--- config.mk ---
export PLATFORM = sky130hd
export DESIGN_NAME = construtor_caminho_flat
export DESIGN_NICKNAME = d
export VERILOG_FILES = /design/src/rtl/caminho_pkg.sv /design/src/rtl/construtor_caminho_if.sv /design/src/rtl/pilha_caminho.sv /design/src/rtl/construtor_caminho.sv /design/src/flat_wrapper.sv
export SDC_FILE = /design/constraint.sdc
export NUM_CORES = 1
export LEC_CHECK = 0
export CORE_MARGIN = 2
export CORE_UTILIZATION = 47
export CTS_CLUSTER_SIZE = 28
export DETAILED_ROUTE_END_ITERATION = 10
export GPL_TIMING_DRIVEN = 0
export PLACE_DENSITY_LB_ADDON = 0.3
export SYNTH_ARGS = -nofsm -noshare
export SYNTH_HDL_FRONTEND = slang
export SYNTH_SLANG_ARGS = --single-unit
--- constraint.sdc ---
create_clock -name clk -period 4.2 [get_ports clk]
set_input_delay 0.84 -clock clk [delete_from_list [all_inputs] [get_ports clk]]
set_output_delay 0.84 -clock clk [all_outputs]
set_load 0.02 [all_outputs]
--- src/rtl/caminho_pkg.sv ---
// Shared definitions for the path-construction stage: FSM state codes,
// default sizes, the "no parent" value and the sp/length width helper.
package caminho_pkg;

    localparam logic [2:0] ST_IDLE   = 3'd0;
    localparam logic [2:0] ST_LER    = 3'd1;
    localparam logic [2:0] ST_ESPERA = 3'd2;
    localparam logic [2:0] ST_EMITIR = 3'd3;
    localparam logic [2:0] ST_ERRO   = 3'd4;

    localparam int ADDR_WIDTH_DEF = 8;
    localparam int MAX_PATH_DEF   = 64;
    localparam logic [ADDR_WIDTH_DEF-1:0] NO_PAI_DEF = {ADDR_WIDTH_DEF{1'b1}};

    // Width able to hold every count from 0 to max_path inclusive.
    function automatic int sp_width(input int max_path);
        return $clog2(max_path + 1);
    endfunction

endpackage

--- src/rtl/construtor_caminho_if.sv ---
// Path output stream: a beat transfers when caminho_valido_out && caminho_ler_in;
// the source holds caminho_no_out stable while valid is high and ready is low.
interface construtor_caminho_if #(
    parameter int ADDR_WIDTH = 8
);
    logic [ADDR_WIDTH-1:0] caminho_no_out;
    logic                  caminho_valido_out;
    logic                  caminho_ler_in;

    modport master (output caminho_no_out, output caminho_valido_out, input caminho_ler_in);
    modport slave  (input caminho_no_out, input caminho_valido_out, output caminho_ler_in);
endinterface

--- src/rtl/pilha_caminho.sv ---
// Node storage for the path walk: append-only array with clear, indexed
// combinational read and full/empty flags. Clear and push together restart at slot 0.
module pilha_caminho
    import caminho_pkg::*;
#(
    parameter int ADDR_WIDTH = ADDR_WIDTH_DEF,
    parameter int MAX_PATH   = MAX_PATH_DEF,
    localparam int SP_W      = sp_width(MAX_PATH),
    localparam int IDX_W     = (MAX_PATH > 1) ? $clog2(MAX_PATH) : 1
) (
    input  logic                  clk,
    input  logic                  rst,
    input  logic                  i_push,
    input  logic                  i_clear,
    input  logic [ADDR_WIDTH-1:0] i_dado,
    input  logic [SP_W-1:0]       i_idx,
    output logic [ADDR_WIDTH-1:0] o_dado,
    output logic [SP_W-1:0]       o_sp,
    output logic                  o_cheio,
    output logic                  o_vazio
);
    logic [ADDR_WIDTH-1:0] r_mem [MAX_PATH];
    logic [SP_W-1:0]       r_sp;
    logic [SP_W-1:0]       w_base;
    logic                  w_escreve;

    assign w_base    = i_clear ? '0 : r_sp;
    assign w_escreve = i_push && (w_base != SP_W'(MAX_PATH));

    always_ff @(posedge clk or posedge rst) begin
        if (rst) begin
            r_sp <= '0;
        end else if (w_escreve) begin
            r_sp <= w_base + SP_W'(1);
        end else begin
            r_sp <= w_base;
        end
    end

    always_ff @(posedge clk) begin
        if (w_escreve) begin
            r_mem[w_base[IDX_W-1:0]] <= i_dado;
        end
    end

    assign o_dado  = r_mem[i_idx[IDX_W-1:0]];
    assign o_sp    = r_sp;
    assign o_cheio = (r_sp == SP_W'(MAX_PATH));
    assign o_vazio = (r_sp == '0);
endmodule

--- src/rtl/construtor_caminho.sv ---
// Walks the parent table from destination back to source, stores the path and streams it.
// CAMINHO_ORDEM_FONTE_EN defined: stream source-first; undefined: destination-first.
module construtor_caminho
    import caminho_pkg::*;
#(
    parameter int ADDR_WIDTH              = ADDR_WIDTH_DEF,
    parameter int MAX_PATH                = MAX_PATH_DEF,
    parameter logic [ADDR_WIDTH-1:0] NO_PAI = {ADDR_WIDTH{1'b1}},
    localparam int SP_W                   = sp_width(MAX_PATH)
) (
    input  logic                  clk,
    input  logic                  rst,
    input  logic                  construir_in,
    input  logic [ADDR_WIDTH-1:0] fonte_in,
    input  logic [ADDR_WIDTH-1:0] destino_in,
    output logic                  pai_rd_out,
    output logic [ADDR_WIDTH-1:0] pai_addr_out,
    input  logic [ADDR_WIDTH-1:0] pai_data_in,
    construtor_caminho_if.master  caminho,
    output logic                  caminho_pronto_out,
    output logic [SP_W-1:0]       comprimento_out,
    output logic                  erro_out,
    output logic [2:0]            estado_out
);
    logic [2:0]            r_estado, w_prox;
    logic [ADDR_WIDTH-1:0] r_fonte, r_cur;
    logic [SP_W-1:0]       r_idx, r_comp;
    logic                  r_erro;

    logic                  w_push, w_clear, w_cheio, w_vazio, w_ultimo, w_transf, w_inicio;
    logic                  w_falha;
    logic [ADDR_WIDTH-1:0] w_push_dado, w_rd_dado;
    logic [SP_W-1:0]       w_sp;

    pilha_caminho #(.ADDR_WIDTH(ADDR_WIDTH), .MAX_PATH(MAX_PATH)) u_pilha (
        .clk(clk), .rst(rst), .i_push(w_push), .i_clear(w_clear), .i_dado(w_push_dado),
        .i_idx(r_idx), .o_dado(w_rd_dado), .o_sp(w_sp), .o_cheio(w_cheio), .o_vazio(w_vazio)
    );

    assign w_inicio = (r_estado == ST_IDLE) && construir_in;
    assign w_falha  = (pai_data_in == NO_PAI) || w_cheio;
    assign w_transf = (r_estado == ST_EMITIR) && !w_vazio && caminho.caminho_ler_in;
`ifdef CAMINHO_ORDEM_FONTE_EN
    assign w_ultimo = (r_idx == '0);
`else
    assign w_ultimo = (r_idx == w_sp - SP_W'(1));
`endif

    always_ff @(posedge clk or posedge rst) begin
        if (rst) r_estado <= ST_IDLE;
        else     r_estado <= w_prox;
    end

    always_comb begin
        w_prox = r_estado;
        case (r_estado)
            ST_IDLE:   if (construir_in) w_prox = (destino_in == fonte_in) ? ST_EMITIR : ST_LER;
            ST_LER:    w_prox = ST_ESPERA;
            ST_ESPERA: begin
                if (w_falha)                    w_prox = ST_ERRO;
                else if (pai_data_in == r_fonte) w_prox = ST_EMITIR;
                else                             w_prox = ST_LER;
            end
            ST_EMITIR: if (w_transf && w_ultimo) w_prox = ST_IDLE;
            ST_ERRO:   w_prox = ST_IDLE;
            default:   w_prox = ST_IDLE;
        endcase
    end

    always_comb begin
        pai_rd_out                 = (r_estado == ST_LER);
        pai_addr_out               = (r_estado == ST_LER) ? r_cur : '0;
        caminho_pronto_out         = (r_estado == ST_EMITIR);
        caminho.caminho_valido_out = (r_estado == ST_EMITIR) && !w_vazio;
        caminho.caminho_no_out     = (r_estado == ST_EMITIR) ? w_rd_dado : '0;
        w_push                     = w_inicio || ((r_estado == ST_ESPERA) && !w_falha);
        w_push_dado                = (r_estado == ST_IDLE) ? destino_in : pai_data_in;
        w_clear                    = w_inicio || (w_transf && w_ultimo);
    end

    // Walk/stream datapath; the read index is positioned on entry to EMITIR.
    always_ff @(posedge clk or posedge rst) begin
        if (rst) begin
            r_fonte <= '0;
            r_cur   <= '0;
            r_idx   <= '0;
            r_comp  <= '0;
            r_erro  <= 1'b0;
        end else begin
            case (r_estado)
                ST_IDLE: if (construir_in) begin
                    r_fonte <= fonte_in;
                    r_cur   <= destino_in;
                    r_idx   <= '0;
                    r_comp  <= SP_W'(1);
                    r_erro  <= 1'b0;
                end
                ST_ESPERA: begin
                    if (w_falha) begin
                        r_erro <= 1'b1;
                    end else begin
                        r_comp <= r_comp + SP_W'(1);
                        r_cur  <= pai_data_in;
`ifdef CAMINHO_ORDEM_FONTE_EN
                        r_idx  <= w_sp;
`endif
                    end
                end
                ST_EMITIR: if (w_transf && !w_ultimo) begin
`ifdef CAMINHO_ORDEM_FONTE_EN
                    r_idx <= r_idx - SP_W'(1);
`else
                    r_idx <= r_idx + SP_W'(1);
`endif
                end
                default: ;
            endcase
        end
    end

    assign comprimento_out = r_comp;
    assign erro_out        = r_erro;
    assign estado_out      = r_estado;
endmodule
--- src/flat_wrapper.sv ---
// flat-port wrapper written by rule: the top's interface ports become plain ports
module construtor_caminho_flat import caminho_pkg::*;
#(
    parameter int ADDR_WIDTH              = ADDR_WIDTH_DEF,
    parameter int MAX_PATH                = MAX_PATH_DEF,
    parameter logic [ADDR_WIDTH-1:0] NO_PAI = {ADDR_WIDTH{1'b1}},
    localparam int SP_W                   = sp_width(MAX_PATH)
)
  (clk, rst, construir_in, fonte_in, destino_in, pai_rd_out, pai_addr_out, pai_data_in, caminho_pronto_out, comprimento_out, erro_out, estado_out, caminho_caminho_no_out, caminho_caminho_valido_out, caminho_caminho_ler_in);
  construtor_caminho_if #(.ADDR_WIDTH(ADDR_WIDTH)) caminho_i ();
  input  logic clk;
  input  logic rst;
  input  logic construir_in;
  input  logic [ADDR_WIDTH-1:0] fonte_in;
  input  logic [ADDR_WIDTH-1:0] destino_in;
  output logic pai_rd_out;
  output logic [ADDR_WIDTH-1:0] pai_addr_out;
  input  logic [ADDR_WIDTH-1:0] pai_data_in;
  output logic caminho_pronto_out;
  output logic [SP_W-1:0] comprimento_out;
  output logic erro_out;
  output logic [2:0] estado_out;
  output wire logic [$bits(caminho_i.caminho_no_out)-1:0] caminho_caminho_no_out;
  output wire logic [$bits(caminho_i.caminho_valido_out)-1:0] caminho_caminho_valido_out;
  input wire logic [$bits(caminho_i.caminho_ler_in)-1:0] caminho_caminho_ler_in;
  assign caminho_caminho_no_out = caminho_i.caminho_no_out;
  assign caminho_caminho_valido_out = caminho_i.caminho_valido_out;
  assign caminho_i.caminho_ler_in = caminho_caminho_ler_in;
  construtor_caminho #(.ADDR_WIDTH(ADDR_WIDTH), .MAX_PATH(MAX_PATH), .NO_PAI(NO_PAI)) u_core (.clk(clk), .rst(rst), .construir_in(construir_in), .fonte_in(fonte_in), .destino_in(destino_in), .pai_rd_out(pai_rd_out), .pai_addr_out(pai_addr_out), .pai_data_in(pai_data_in), .caminho(caminho_i), .caminho_pronto_out(caminho_pronto_out), .comprimento_out(comprimento_out), .erro_out(erro_out), .estado_out(estado_out));
endmodule
# Word level (Yosys, flattened, before mapping)
# Memories as Yosys holds them, arrays and structs flattened.
# Cells that the tools add are included.
[totals] register_bits=41 ramBits=512 input_bits=28 out_inout_bits=30 word_cells=73 n_memories=1
[classes] add_sub_neg=4 eq_ne=14 muxes=25 reduce_logical=22
[mem_list] memory="u_core.u_pilha.r_mem" words=64 width=8 rd=1 rd_ports_with_merged_regs=0 write_ports=1 line="pilha_caminho.sv:22" rtl="logic [ADDR_WIDTH-1:0] r_mem [MAX_PATH];"
[op_table] op="2-to-1 mux 7 bit" n=6
[op_table] op="2-to-1 mux 8 bit" n=5
[op_table] op="one-hot mux 7 bit (2 select lines)" n=2
[op_table] op="adder 7 x 1 -> 7 bit (second input constant)" n=3
[op_table] op="== test 8 bit" n=2
[op_table] op="one-hot mux 8 bit (2 select lines)" n=1
[op_table] op="one-hot mux 3 bit (4 select lines)" n=1
[op_table] op="2-to-1 mux 3 bit" n=3
[op_table] op="AND reduction 3 bit" n=3
[op_table] op="== test 8 bit (second input constant)" n=1
[op_table] op="== test 7 bit" n=1
[op_table] op="== test 7 bit (second input constant)" n=1
[op_table] op="logical AND 1 bit" n=7
[op_table] op="logical NOT 7 bit" n=1
[op_table] op="inequality test 7 bit (second input constant)" n=1
[op_table] op="subtractor 7 x 1 -> 7 bit (second input constant)" n=1
[op_table] op="== test 3 x 2 -> 1 bit (second input constant)" n=2
[op_table] op="inequality test 2 x 1 -> 1 bit (second input constant)" n=3
[op_table] op="2-to-1 mux 1 bit" n=4
[op_table] op="2-to-1 mux 2 bit" n=2
[op_table] op="inequality test 2 bit (second input constant)" n=2
[op_table] op="AND reduction 2 bit" n=2
[op_table] op="nonzero test 2 bit" n=2
[op_table] op="== test 3 x 1 -> 1 bit (second input constant)" n=1
[op_table] op="4 further kinds" n=8

# Logic depth before layout (Yosys ltp)
# Gate-level depths: netlist of the first run.
[logic_depth] ltp_word=11 ltp_mapped=15 ltp_nobuf=13

# Modules after synthesis
# From an unflattened synthesis of the first run, not the netlist that was laid out.
[hier_totals] hier_cells=1205 hier_area_um2=22594.2
[modules_own_cells] mod="pilha_caminho" instances=1 cells_per_inst=953 area_per_inst_um2=20322.0 seq_area_each_um2=15549.9
[modules_own_cells] mod="construtor_caminho" instances=1 cells_per_inst=252 area_per_inst_um2=2272.2 seq_area_each_um2=850.8

# Worst setup path after synthesis of the first run
# OpenSTA, ideal clock, no wires.
[synth_path] path_type="register to register" from="register u_core.u_pilha.r_sp[2] (netlist: u_core.u_pilha.o_sp[2])" to="memory u_core.u_pilha.r_mem[6][0], enable pin" setup_ns=0.370 t_arrival_ns=3.084 required_ns=3.830 slack_ns=0.746 path_stages_with_launch=12 n_path_buf=1 synth_period_minus_slack_ns=3.454 path_cell_list="dfrtp_1 -> nor4_2 -> a31oi_1 -> and2_1 -> nor4b_4 -> nor2_1 -> nand2_1 -> ha_1 -> and3_1 -> or3_1 -> clkbuf_1 -> nor2_1"
[synth_between] elab_chain_len=11
[synth_rtl] element="start: declaration" line="pilha_caminho.sv:23" rtl="logic [SP_W-1:0] r_sp;"
[synth_rtl] element="start signal: assignment" line="pilha_caminho.sv:34" rtl="r_sp <= w_base + SP_W'(1);"
[synth_rtl] element="start signal: assignment" line="pilha_caminho.sv:36" rtl="r_sp <= w_base;"
[synth_rtl] element="logical NOT 7 bit (*)" line="pilha_caminho.sv:49" rtl="assign o_vazio = (r_sp == '0);"
[synth_rtl] element="logical NOT 1 bit (*)"
[synth_rtl] element="logical AND 1 bit (*)"
[synth_rtl] element="named net caminho_caminho_valido_out" line="flat_wrapper.sv:24" rtl="output wire logic [$bits(caminho_i.caminho_valido_out)-1:0] caminho_caminho_valido_out;"
[synth_rtl] element="logical AND 1 bit (*)" line="construtor_caminho.sv:42" rtl="assign w_transf = (r_estado == ST_EMITIR) && !w_vazio && caminho.caminho_ler_in;"
[synth_rtl] element="logical AND 1 bit (*)" line="construtor_caminho.sv:78" rtl="w_clear = w_inicio || (w_transf && w_ultimo);"
[synth_rtl] element="logical OR 1 bit (*)" line="construtor_caminho.sv:78"
[synth_rtl] element="2-to-1 mux 7 bit (*)" line="pilha_caminho.sv:27" rtl="assign w_base = i_clear ? '0 : r_sp;"
[synth_rtl] element="inequality test 7 bit" line="pilha_caminho.sv:28" rtl="assign w_escreve = i_push && (w_base != SP_W'(MAX_PATH));"
[synth_rtl] element="logical AND 1 bit" line="pilha_caminho.sv:28"
[synth_rtl] element="2-to-1 mux 1 bit" line="pilha_caminho.sv:41" rtl="if (w_escreve) begin"
[synth_rtl] element="2-to-1 mux 1 bit (implied by the code)" line="pilha_caminho.sv:42" rtl="r_mem[w_base[IDX_W-1:0]] <= i_dado;"
[synth_rtl] element="end: declaration" line="pilha_caminho.sv:22"
# The timed path passes the listed nets; every way through them passes the cells marked *.

# Final worst setup path of the first run
[layout_path] from="register u_core.r_idx[4]" to="output caminho_caminho_no_out[7]"
[layout_between] elab_chain_len=2
[layout_rtl] element="start: declaration" line="construtor_caminho.sv:27" rtl="logic [SP_W-1:0] r_idx, r_comp;"
[layout_rtl] element="start signal: assignment" line="construtor_caminho.sv:113" rtl="r_idx <= r_idx + SP_W'(1);"
[layout_rtl] element="memory (64 x 8 bit)"
[layout_rtl] element="2-to-1 mux 8 bit" line="construtor_caminho.sv:75" rtl="caminho.caminho_no_out = (r_estado == ST_EMITIR) ? w_rd_dado : '0;"
[layout_rtl] element="end: declaration" line="flat_wrapper.sv:23" rtl="output wire logic [$bits(caminho_i.caminho_no_out)-1:0] caminho_caminho_no_out;"
# No other way between the ends.

==> impl_summary.log, run 1 <==
INFO  metric hold-path-endpoint = u_core.r_cur[2]
INFO  metric critical_path_peak_fanout = 10
INFO  metric drt_drc_violations_left = 0
INFO  metric ys_async_sr_fraction = 7.41%
INFO  metric postPlaceCellArea = 24000 um2
INFO  metric detail_route.wl_per_cell = 27.7 um
INFO  metric dpl.hpwl = 36000 um
INFO  metric most_frequent_standard_cell_in_the_layout_excluding_fill_and_tap_cells = sky130_fd_sc_hd__edfxtp_1
INFO  metric maxClockFrequency = about 240 MHz
INFO  metric total_length_of_routed_wires = between 50000 and 60000 um
INFO  metric die-height = 223 um
INFO  metric worst_r2r_dst = u_core.u_pilha.r_mem[36][2]
INFO  metric layout_min_cycle_time = between 4 and 5 ns
INFO  metric cap_violations = 0
INFO  metric ir_worst_vdd = 0.693 mV
INFO  metric nets_finish = around 1400
INFO  metric largest_stage_delay_on_the_critical_path = 0.37 ns
INFO  metric hold_class = flop to flop
INFO  metric area_growth = 16.4%
INFO  metric drtIter0Drc = around 1300
INFO  metric rows = 80
INFO  metric final_cell_count_no_fill = between 2000 and 2500
INFO  metric tritoncts.num_buffers = 55
INFO  metric final_ant_viol_nets = 0
INFO  metric post_synth.cell_area_avg = approximately 18 um2
INFO  metric die-width = about 220 um
INFO  metric floorplan.core_area = between 40000 and 50000 um2
INFO  metric clkSlewWorstSetupHoldPaths = 0.06 ns
INFO  metric min_from = u_core.r_cur[2]
INFO  metric ys_seq_elements = between 500 and 600
INFO  metric clock_latency_on_the_worst_skew_pair = ~0.61 ns
INFO  metric setup_viol = 0
INFO  metric top_level_ports = 58
INFO  metric r2r_cells = 14
INFO  metric initial_utilization = 47.5%
INFO  metric timing.critical_path.required = 3.36 ns
INFO  metric place.port_buffers = 57
INFO  metric run_status = completed
INFO  metric synth_edf_count = between 500 and 600
INFO  metric cts_buffer_depth = 3
INFO  metric grt_pass1_wl = between 80000 and 90000 um
INFO  metric firstDrtPassIters = 5
INFO  metric design_area = around 26000 um2
INFO  metric vias = 12286
INFO  metric finalClockSkew = roughly 0.024 ns
INFO  metric crit-reg2reg-launch = u_core.u_pilha.o_sp[1]
INFO  metric fin_crit_sh = between 90% and 100%
INFO  metric grt-ovfl-total = 0
INFO  metric crit_type = flop to output port
INFO  metric post_route_cells_drive_above_1_share = 24.6%
INFO  metric min_path_cells = 2
INFO  metric power.density = around 600 nW/um2
INFO  metric netlist_area = between 20000 and 25000 um2
INFO  metric ff2ff_setup_slack = 0.26 ns
INFO  metric grt_antenna_before_repair = 0
INFO  metric place.gp.congestion = ~0.88
INFO  metric critical_path.cell_chain = buf_2, buf_2, buf_4, clkbuf_4, a211oi_1, a21oi_1, o21ai_0, o21ai_1, clkdlybuf4s15_2
INFO  metric syn_nets = 1260
INFO  metric setup.worst_path.end_class = output port
INFO  metric worst_slew_pin_slew = 1.35 ns
INFO  metric synthCells = about 1200
INFO  metric fin_worst_hold_slack = approximately 0.48 ns
INFO  metric finalMaxSlewViolations = 0
INFO  metric ys_dominant_reg_cell = sky130_fd_sc_hd__edfxtp_1
INFO  metric worst_path_dominant_cell_family = buffers and inverters
INFO  metric most-common-layout-cells = sky130_fd_sc_hd__edfxtp_1 (512), sky130_fd_sc_hd__mux4_2 (125), sky130_fd_sc_hd__nand2_1 (66), sky130_fd_sc_hd__nor2_1 (61), sky130_fd_sc_hd__clkbuf_16 (56)
INFO  metric worst_slew_slack_as_a_fraction_of_its_limit = approximately a tenth
INFO  metric grt_setup_unrepaired = no
INFO  metric tritoncts_num_sinks = around 550
INFO  metric place_inst = between 1500 and 2000
INFO  metric floorplan.die_area = ~50000 um2
INFO  metric total_leakage_power = 8.31 nW
INFO  metric grt_start_max_net_pins = 65
INFO  metric yosys_warnings = 0
INFO  metric htree_levels = 2
INFO  metric cts-root-buf = sky130_fd_sc_hd__clkbuf_16
INFO  metric library_cells_used_by_synthesis = 64
INFO  metric critical_path_arrival = around 3.3 ns
INFO  metric synth_sequential_area_ratio = slightly above 70%
INFO  metric cts_tree = yes
INFO  metric hold_violations = 0
INFO  metric timing.critical_path.from_type = flop
INFO  metric grt_use_total = between 20% and 30%
INFO  metric critical-path-slowest-cell = sky130_fd_sc_hd__buf_2
INFO  metric viasPerCell = 6.13
INFO  metric critPathBufInv = 5
INFO  metric num_antenna_cells = 0
INFO  metric timing.critical_path.mode_cell = sky130_fd_sc_hd__buf_2
INFO  metric grt_pass1_vias = 12392
==> cell type report <==
type / count / area [um2]
fill: 3653 / 21300
sequential: 553 / 16400
multi-input combinational: 589 / 6210
clock buffer: 72 / 1460
tap: 615 / 769
timing repair buffer: 65 / 633
buffer: 75 / 621
clock inverter: 28 / 214
inverter: 8 / 30.0
==> tightest hold or removal path, cell delays in order, from the launching register on <==
cell and delay, ns:
sky130_fd_sc_hd__dfrtp_1 0.34, sky130_fd_sc_hd__nand2_1 0.05, sky130_fd_sc_hd__o21ai_0 0.06
==> worst max path at each step <==
stage                                       from                           to  slack, ns  cells past startpoint
after global routing             u_core.r_idx[0]    caminho_caminho_no_out[4]     0.0009                     10
after detailed placement            construir_in  u_core.u_pilha.r_mem[21][2]      -0.57                     10
after global placement              construir_in  u_core.u_pilha.r_mem[21][2]      -0.57                     10
final                            u_core.r_idx[4]    caminho_caminho_no_out[7]       0.04                      9
after CTS                        u_core.r_idx[0]    caminho_caminho_no_out[0]      0.007                      9
after floorplan           u_core.u_pilha.o_sp[2]   u_core.u_pilha.r_mem[6][0]       0.75                     11
==> registers in the layout, indices dropped and copies added (netlist names) <==
register,count
u_core.estado_out,3
u_core.r_fonte,8
u_core.r_idx,7
u_core.erro_out,1
u_core.u_pilha.r_mem,512
u_core.r_cur,8
u_core.comprimento_out,7
u_core.u_pilha.o_sp,7
==> cells in the mapped netlist (4+ instances only) <==
cell type | number | area share, %
sky130_fd_sc_hd__edfxtp_1 | 512 | 68
sky130_fd_sc_hd__mux4_2 | 125 | 12
sky130_fd_sc_hd__nor2_1 | 83 | 1.4
sky130_fd_sc_hd__nand2_1 | 67 | 1.1
sky130_fd_sc_hd__dfrtp_1 | 41 | 4.5
sky130_fd_sc_hd__mux2i_1 | 39 | 1.7
sky130_fd_sc_hd__clkbuf_1 | 32 | 0.53
sky130_fd_sc_hd__o21ai_0 | 28 | 0.62
sky130_fd_sc_hd__mux2_2 | 23 | 1.1
sky130_fd_sc_hd__nand3_1 | 18 | 0.40
sky130_fd_sc_hd__a21oi_1 | 16 | 0.35
sky130_fd_sc_hd__buf_2 | 16 | 0.35
sky130_fd_sc_hd__and2_1 | 14 | 0.39
sky130_fd_sc_hd__buf_4 | 14 | 0.46
sky130_fd_sc_hd__nor2b_1 | 14 | 0.39
sky130_fd_sc_hd__xnor2_1 | 14 | 0.54
sky130_fd_sc_hd__xor2_1 | 14 | 0.54
sky130_fd_sc_hd__a211oi_1 | 11 | 0.36
sky130_fd_sc_hd__or3_1 | 11 | 0.30
sky130_fd_sc_hd__buf_1 | 10 | 0.17
sky130_fd_sc_hd__nor3_1 | 8 | 0.18
sky130_fd_sc_hd__inv_1 | 7 | 0.12
sky130_fd_sc_hd__nand2b_1 | 7 | 0.19
sky130_fd_sc_hd__ha_1 | 6 | 0.33
sky130_fd_sc_hd__nand4_1 | 6 | 0.17
sky130_fd_sc_hd__o211ai_1 | 6 | 0.20
sky130_fd_sc_hd__a221oi_1 | 5 | 0.19
sky130_fd_sc_hd__and3_1 | 5 | 0.14
sky130_fd_sc_hd__o22ai_1 | 5 | 0.14
sky130_fd_sc_hd__a211o_1 | 4 | 0.15
sky130_fd_sc_hd__buf_6 | 4 | 0.20
sky130_fd_sc_hd__nor4_1 | 4 | 0.11
sky130_fd_sc_hd__o2111a_1 | 4 | 0.20
sky130_fd_sc_hd__o2111ai_1 | 4 | 0.15
==> layer usage <==
metal | global-route usage (%) | wire length, um | vias up
met3 | 4.58 | 4840 | 93
met4 | 7.23 | 1500 | 2
met2 | 35.2 | 25800 | 528
met5 | 0 | 50 | -
li1 | - | - | 5168
met1 | 32.4 | 23300 | 6495
==> cells by family after synthesis <==
| group | share of synthesized area (%) |
|---|---|
| simple gates | 5.73 |
| flops | 72.5 |
| compound gates | 3.22 |
| fa+ha+maj | 0.332 |
| buf+inv | 1.85 |
| mux | 15.3 |
| xor+xnor | 1.08 |
==> metrics by stage <==
step | util (%) | setup slack, ns | setup TNS, ns | power [mW]
after floorplan | - | 0.746 | 0 | 9.67
after global placement | 50.3 | -0.566 | -69.77 | 11.2
after detailed placement | 50.3 | -0.566 | -69.41 | 11.3
after CTS | 54.8 | 0.00670 | 0 | 16.2
after global routing | 55.3 | 0.000858 | 0 | 16.8
final | 55.3 | 0.0437 | 0 | 16.2
==> report_power, final <==
group          switching (mW)  leakage, nW  internal, mW
logic                    2.90         2.35          1.86
registers               0.124         5.14          6.70
clock network            2.01        0.822          2.62
==> what timing repair did <==
item                                    4_1_cts  5_1_grt
hold buffers                                  0        0
resized for setup                           145       39
setup buffers                                 3        5
endpoints found under the setup margin      176      148
pin swaps                                     5       12
Note: power is estimated with default switching activity, not from simulation.
==> run 2: changes to the inputs <==
- clock period: 4.2 -> 3.5 ns (I/O delays scaled with it)
==> run 2 against run 1 <==
Compared with the run above:
- clock power rose by 20%
- power increased by 24%
- design area increased by 3.3%
- critical path type unchanged
- highest routed layer unchanged
- flip-flop and latch count unchanged
- the run now ends with negative setup slack left
- combinational power grew 33%
==> impl_summary.log, run 2 (synthesized netlist as in run 1, its figures left out) <==
INFO  metric run_status = finished, violations left
INFO  metric violations = negative setup slack
INFO  metric top_level_ports = 58
INFO  metric total_length_of_routed_wires = roughly 57000 um
INFO  metric place.port_buffers = 57
INFO  metric fin_crit_sh = 110%
INFO  metric grt_pass1_wl = about 84000 um
INFO  metric worst_slew_pin_slew = roughly 1.3 ns
INFO  metric die-height = between 200 and 250 um
INFO  metric grt_pass1_vias = 12580
INFO  metric worst_path_dominant_cell_family = compound AO/OA/AOI/OAI gates
INFO  metric nFillCells = roughly 3600
INFO  metric cts-root-buf = sky130_fd_sc_hd__clkbuf_16
INFO  metric most-common-layout-cells = sky130_fd_sc_hd__edfxtp_1 (512), sky130_fd_sc_hd__mux4_2 (125), sky130_fd_sc_hd__nand2_1 (66), sky130_fd_sc_hd__clkbuf_16 (56), sky130_fd_sc_hd__clkdlybuf4s50_1 (49)
INFO  metric dpl.hpwl = approximately 36000 um
INFO  metric most_frequent_standard_cell_in_the_layout_excluding_fill_and_tap_cells = sky130_fd_sc_hd__edfxtp_1
INFO  metric finalMaxSlewViolations = 0
INFO  metric timing.critical_path.mode_cell = sky130_fd_sc_hd__buf_6
INFO  metric final_cell_count_no_fill = ~2000
INFO  metric critical_path_peak_fanout = 7
INFO  metric clkSlewWorstSetupHoldPaths = around 0.06 ns
INFO  metric layout_min_cycle_time = roughly 3.8 ns
INFO  metric timing.critical_path.required = about 2.8 ns
INFO  metric place_inst = 1898
INFO  metric min_from = u_core.r_cur[2]
INFO  metric drt_drc_violations_left = 0
INFO  metric area_growth = 20.2%
INFO  metric grt_start_max_net_pins = 65
INFO  metric critPathBufInv = 4
INFO  metric place.gp.congestion = between 0.8 and 0.9
INFO  metric setup-tns-final = -2.20 ns
INFO  metric clock_latency_on_the_worst_skew_pair = roughly 0.61 ns
INFO  metric setup_viol = 8
INFO  metric vias = around 13000
INFO  metric critical_path_arrival = about 3.1 ns
INFO  metric crit-reg2reg-launch = u_core.u_pilha.o_sp[0]
INFO  metric post_route_cells_drive_above_1_share = 30.8%
INFO  metric timing.critical_path.from_type = flop
INFO  metric power.density = 738 nW/um2
INFO  metric cap_violations = 0
INFO  metric grt_antenna_before_repair = 1
INFO  metric final_core_utilization = 57.1%
INFO  metric grt-ovfl-total = 0
INFO  metric maxClockFrequency = 261 MHz
INFO  metric crit_type = flop to output port
INFO  metric nets_finish = approximately 1400
INFO  metric viasPerCell = between 6 and 7
INFO  metric final_ant_viol_nets = 0
INFO  metric floorplan.die_area = 49900 um2
INFO  metric worst_slew_slack_as_a_fraction_of_its_limit = a little under an eighth
INFO  metric hold_class = flop to flop
INFO  metric num_antenna_cells = 0
INFO  metric finalClockSkew = approximately 0.025 ns
INFO  metric firstDrtPassIters = 5
INFO  metric tritoncts.num_buffers = 55
INFO  metric largest_stage_delay_on_the_critical_path = between 0.4 and 0.5 ns
INFO  metric fin_ws = -0.338 ns
INFO  metric cts_buffer_depth = 3
INFO  metric grt_use_total = a little under a quarter
INFO  metric cts.hold.buffers_added = 0
INFO  metric critical_path.cell_chain = buf_6, buf_12, buf_4, mux4_2, nor2b_1, a211oi_2, a211o_1, o2111ai_2, o2111a_2, buf_6
INFO  metric initial_utilization = 47.5%
INFO  metric floorplan.core_area = 47600 um2
INFO  metric largest_reg_flops = roughly 510
INFO  metric critical_path.startpoint = u_core.r_idx[0]
INFO  metric ir_worst_vdd = between 0.8 and 0.9 mV
INFO  metric total_leakage_power = ~8.7 nW
INFO  metric htree_levels = 2
INFO  metric drtIter0Drc = 1337
INFO  metric hold_violations = 0
INFO  metric die-width = about 220 um
INFO  metric detail_route.wl_per_cell = ~28 um
INFO  metric grt_setup_unrepaired = yes
INFO  metric tritoncts_num_sinks = 553
INFO  metric cts_tree = yes
INFO  metric rows = 80
INFO  metric critical-path-slowest-cell = sky130_fd_sc_hd__mux4_2
INFO  metric setup.worst_path.end_class = output port
==> run 2: changes by cell type in the layout (fill, tap and decap cells not counted), sizes merged <==
| cell | delta |
|---|---|
| buf | +51 |
| clkdlybuf4s15 | -4 |
| clkbuf | -2 |
| dlygate4sd2 | -2 |
| clkinvlp | +1 |
| inv | -1 |
==> run 2: routing by layer <==
| metal | part of all wire [%] | GRT usage [%] | vias up |
|---|---|---|---|
| met1 | 41 | 33.2 | 6569 |
| met4 | 2.6 | 7.48 | 2 |
| li1 | - | - | 5272 |
| met2 | 47 | 36.2 | 585 |
| met5 | 0.016 | 0 | - |
| met3 | 8.8 | 4.62 | 97 |
==> run 2: final timing paths <==
check	endpoint	slack (ns)	cells after the start
setup / recovery	caminho_caminho_no_out[0]	-0.34	10
hold / removal	u_core.r_cur[2]	0.48	2
setup reg to reg	u_core.u_pilha.r_mem[45][7]	0.06	8
hold reg to reg	u_core.r_cur[2]	0.48	2
max in group asynchronous	u_core.u_pilha.o_sp[2]	2.27	2
min in group asynchronous	u_core.r_cur[3]	0.60	2
==> run 2: metrics by stage <==
stage / total power, mW / hold WS (ns) / setup WS [ns] / instance area, um2
2_1_floorplan: 11.6 / 0.442 / 0.0457 / 22600
3_3_place_gp: 13.5 / 0.464 / -1.18 / 24000
3_5_place_dp: 13.6 / 0.466 / -1.15 / 24000
4_1_cts: 19.9 / 0.480 / -0.322 / 26900
5_1_grt: 20.8 / 0.501 / -0.387 / 27200
6_report: 20.1 / 0.478 / -0.338 / 27200
==> run 2: final cells by class <==
cell class,count,area [um2],area share [%]
Sequential cell,553,16400,60.3
Multi-Input combinational cell,589,6430,23.6
Clock buffer,72,1460,5.37
Timing Repair Buffer,110,1250,4.60
Tap cell,615,769,2.83
Buffer,73,642,2.36
Clock inverter,28,214,0.787
Inverter,8,33.8,0.124
==> run 2: tightest hold or removal path, delay by kind of cell, from the launching register on <==
family             cells  cell delay [ns]
AOI/OAI and AO/OA      1             0.06
DFF                    1             0.34
and+or+nand+nor        1             0.05
==> run 2: power by group <==
group	leakage, nW	switching (mW)	internal, mW
Clock	0.822	2.40	3.15
Sequential	5.13	0.162	8.04
Combinational	2.70	3.68	2.66
==> run 2: repair_timing <==
item | in CTS | in global routing
pin swaps | 42 | 11
endpoints found under the hold margin | 0 | 0
setup buffers | 36 | 15
gates resized for setup | 238 | 54
endpoints found under the setup margin | 275 | 373
cloned | 4 | 0
==> variant: new RTL, settings of run 1 <==
Register the input `fonte_in` before use, without a reset. The logic sees it one clock later. The other inputs are not delayed to match.
--- a/src/rtl/construtor_caminho.sv
+++ b/src/rtl/construtor_caminho.sv
@@ -22,6 +22,13 @@
     output logic                  erro_out,
     output logic [2:0]            estado_out
 );
+
+    logic [ADDR_WIDTH-1:0] fonte_q;
+
+    always_ff @(posedge clk) begin
+        fonte_q <= fonte_in;
+    end
+
     logic [2:0]            r_estado, w_prox;
     logic [ADDR_WIDTH-1:0] r_fonte, r_cur;
     logic [SP_W-1:0]       r_idx, r_comp;
@@ -54,7 +61,7 @@
     always_comb begin
         w_prox = r_estado;
         case (r_estado)
-            ST_IDLE:   if (construir_in) w_prox = (destino_in == fonte_in) ? ST_EMITIR : ST_LER;
+            ST_IDLE:   if (construir_in) w_prox = (destino_in == fonte_q) ? ST_EMITIR : ST_LER;
             ST_LER:    w_prox = ST_ESPERA;
             ST_ESPERA: begin
                 if (w_falha)                    w_prox = ST_ERRO;
@@ -89,7 +96,7 @@
         end else begin
             case (r_estado)
                 ST_IDLE: if (construir_in) begin
-                    r_fonte <= fonte_in;
+                    r_fonte <= fonte_q;
                     r_cur   <= destino_in;
                     r_idx   <= '0;
                     r_comp  <= SP_W'(1);
Behaviour: not the same (Yosys sat finds a counterexample within 4 cycles, from zero or initial values and one cycle with rst high).
==> variant against run 1 <==
First-iteration DRC count is 17% higher; setup slack worse by 0.0027 ns; count of clock-buffer cells in the layout is 11 lower; die area hardly changed; area after synthesis hardly changed; global-route usage is 0.087 points higher; sequential cell count is 8 higher; wire length hardly changed; combinational power is 6.7% lower; final area is 1.0% higher; final cell count is 0.15% lower; total power is 0.77% lower; synthesized cell count is 0.98% lower; critical endpoint is now caminho_caminho_no_out[0].
==> variant: results (changes against run 1) <==
| Metric | Value |
|---|---|
| Status | completed (unchanged) |
| RePlAce Congestion | 0.944 (was 0.884) |
| Synth area leaders | edfxtp_1 68%, mux4_2 13%, dfrtp_1 4.5%, nor2_1 1.9%, nand2_1 0.86% (was edfxtp_1 68%, mux4_2 12%, dfrtp_1 4.5%, mux2i_1 1.7%, nor2_1 1.4%) |
| Wirelength per Cell | 27.7 um (about the same) |
| Worst skew pair latency | slightly above 0.6 ns |
| Ant. Diodes | 0 (unchanged) |
| Hold EP | u_core.r_fonte[7]$_DFFE_PP0P_ (was u_core.r_cur[2]$_DFFE_PP0P_) |
| Max FO, Critical Path | 10 (unchanged) |
| DP Worst Slack | -1.42 ns (was -0.566 ns) |
| Register area share after synthesis | 73.2% (was 72.5%) |
| Vias in the first global route | 12100 (was 12400) |
| Non-filler cells, final | 2002 (was 2005) |
| Vias/cell | 6.06 (was 6.13) |
| Slew HR | 7.46% (was 10.2%) |
| Critical Path Start | u_core.r_idx[0]$_DFFE_PP0P_ (was u_core.r_idx[4]$_DFFE_PP0P_) |
| Total track usage | 22.7% (was 22.6%) |
| DRT Pass-1 Iters | 7 (was 5) |
| Largest net degree at the start of global routing | 65 (unchanged) |
| PortBufs | 57 (unchanged) |
| Distinct cells, synth | 67 (was 64) |
| Syn nets | 1248 (was 1260) |
| Worst-path clk slew | ~0.070 ns |
| Crit-path max cell delay | 0.56 ns (was 0.37 ns) |
| Flop2flop setup slack | 0.12 ns (was 0.26 ns) |
| Async SR Flop Fraction | 7.31% (was 7.41%) |
| CTS root buf | clkbuf_16 (unchanged) |
| CP Data Arrival Time | 3.32 ns (about the same) |
| R2r endpoint | u_core.u_pilha.r_mem[39][3]$_DFFE_PP_ (was u_core.u_pilha.r_mem[36][2]$_DFFE_PP_) |
| Crit path max-delay cell type | mux4_2 (was buf_2) |
| Fraction of layout instances using a drive strength above 1 | 26.5% (was 24.6%) |
| H-Tree Depth | 2 (unchanged) |
| Clock skew | 0.0212 ns (was 0.0236 ns) |
| CTS Buf Count | 54 (was 55) |
| NumNets Final | 1377 (was 1381) |
| R2R cell count | 7 (was 14) |
| Largest register FFs | 512 (unchanged) |
| Most frequent cells after synthesis | 512 x edfxtp_1, 131 x mux4_2, 116 x nor2_1 (was 512 x edfxtp_1, 125 x mux4_2, 83 x nor2_1) |
| Worst Min Path Start | u_core.fonte_q[7]$_DFF_P_ (was u_core.r_cur[2]$_DFFE_PP0P_) |
| Dpl cells | 1887 (was 1898) |
| Pleak | 8.36 nW (was 8.31 nW) |
| Initial DRC count | 1546 (was 1323) |
| First-pass GRT wire length | 81700 um (was 81800 um) |
| DP HPWL | 35400 um (was 36000 um) |
| Worst-case clock buffer depth | 3 (unchanged) |
| Post-Syn Area per Cell | 18.6 um^2 (was 18.5 um^2) |
| Max VDD drop | 0.354 mV (was 0.693 mV) |
## variant: changes by cell type in the layout (fill, tap and decap cells not counted), moves of 10 or more
cell	delta
mux2i_1	-30
nand2_1	-15
nand4_1	+11
nor2_4	+12
mux2_2	-10
o21ai_0	-13
nor2_1	+14
clkbuf_1	-16
a22oi_1	+16
## variant: metal layers
layer	part of all wire, %	global-route usage, %	vias to the layer above	wire (um)
li1	-	-	5161	-
met5	0	0	-	0
met4	3.7	9.40	0	2050
met2	47	35.4	547	26200
met1	42	31.6	6302	23100
met3	7.5	4.64	122	4170
## variant: report_power, final
part	total, W	switching, W	internal, W	leakage, nW
Combinational	0.00445	0.00271	0.00174	2.34
Clock	0.00471	0.00208	0.00262	0.829
Sequential	0.00694	0.000140	0.00680	5.19
## variant: what timing repair did
item | in CTS | in global routing
resized for setup | 192 | 31
pin swaps | 13 | 5
setup endpoints to repair | 264 | 239
buffers inserted | 10 | 5
cloned | 0 | 0
## variant: worst max path at each step
stage | endpoint | slack [ns] | cells after the start
after floorplan | u_core.u_pilha.r_mem[56][0]$_DFFE_PP_ | 0.54 | 13
after global placement | caminho_caminho_no_out[5] | -1.39 | 9
after detailed placement | caminho_caminho_no_out[5] | -1.42 | 9
after CTS | caminho_caminho_no_out[5] | -0.03 | 7
after global routing | u_core.u_pilha.r_mem[39][5]$_DFFE_PP_ | -0.10 | 8
final | caminho_caminho_no_out[0] | 0.04 | 8
## variant: layout make-up
type | instances | area (um^2)
repair buffers | 73 | 773
multi-input cells | 578 | 6200
plain buffers | 64 | 551
clock inverters | 39 | 327
inverters | 11 | 41.3
clock buffers | 61 | 1390
well taps | 615 | 769
flip-flops and latches | 561 | 16600
fillers | 3607 | 21000
## variant: metrics by stage
stage	cell area, um^2	total power [W]	hold WS (ns)
after floorplan	22600	0.00958	0.425
after global placement	24000	0.0110	0.447
after detailed placement	24000	0.0111	0.449
after CTS	26400	0.0161	0.459
after global routing	26600	0.0166	0.476
final	26600	0.0161	0.454
## variant: worst max-delay path, delay by kind of cell, from the launching register on
kind                   cells  cell delay [ns]
buffers and inverters      5             1.17
DFF                        1             0.41
muxes                      1             0.56
AOI/OAI and AO/OA          2             0.52
## variant: logic make-up (layout without fill, tap and decap cells)
| family | after synthesis | count (layout) | synth area share [%] |
|---|---|---|---|
| multiplexers | 157 | 157 | 14.3 |
| AND/OR/NAND/NOR | 279 | 279 | 6.15 |
| flip-flops | 561 | 561 | 73.2 |
| buffers and inverters | 75 | 248 | 1.52 |
| adder cells (fa/ha/maj) | 6 | 6 | 0.332 |
| XOR/XNOR | 33 | 33 | 1.28 |
| AO/OA/AOI/OAI | 103 | 103 | 3.23 |
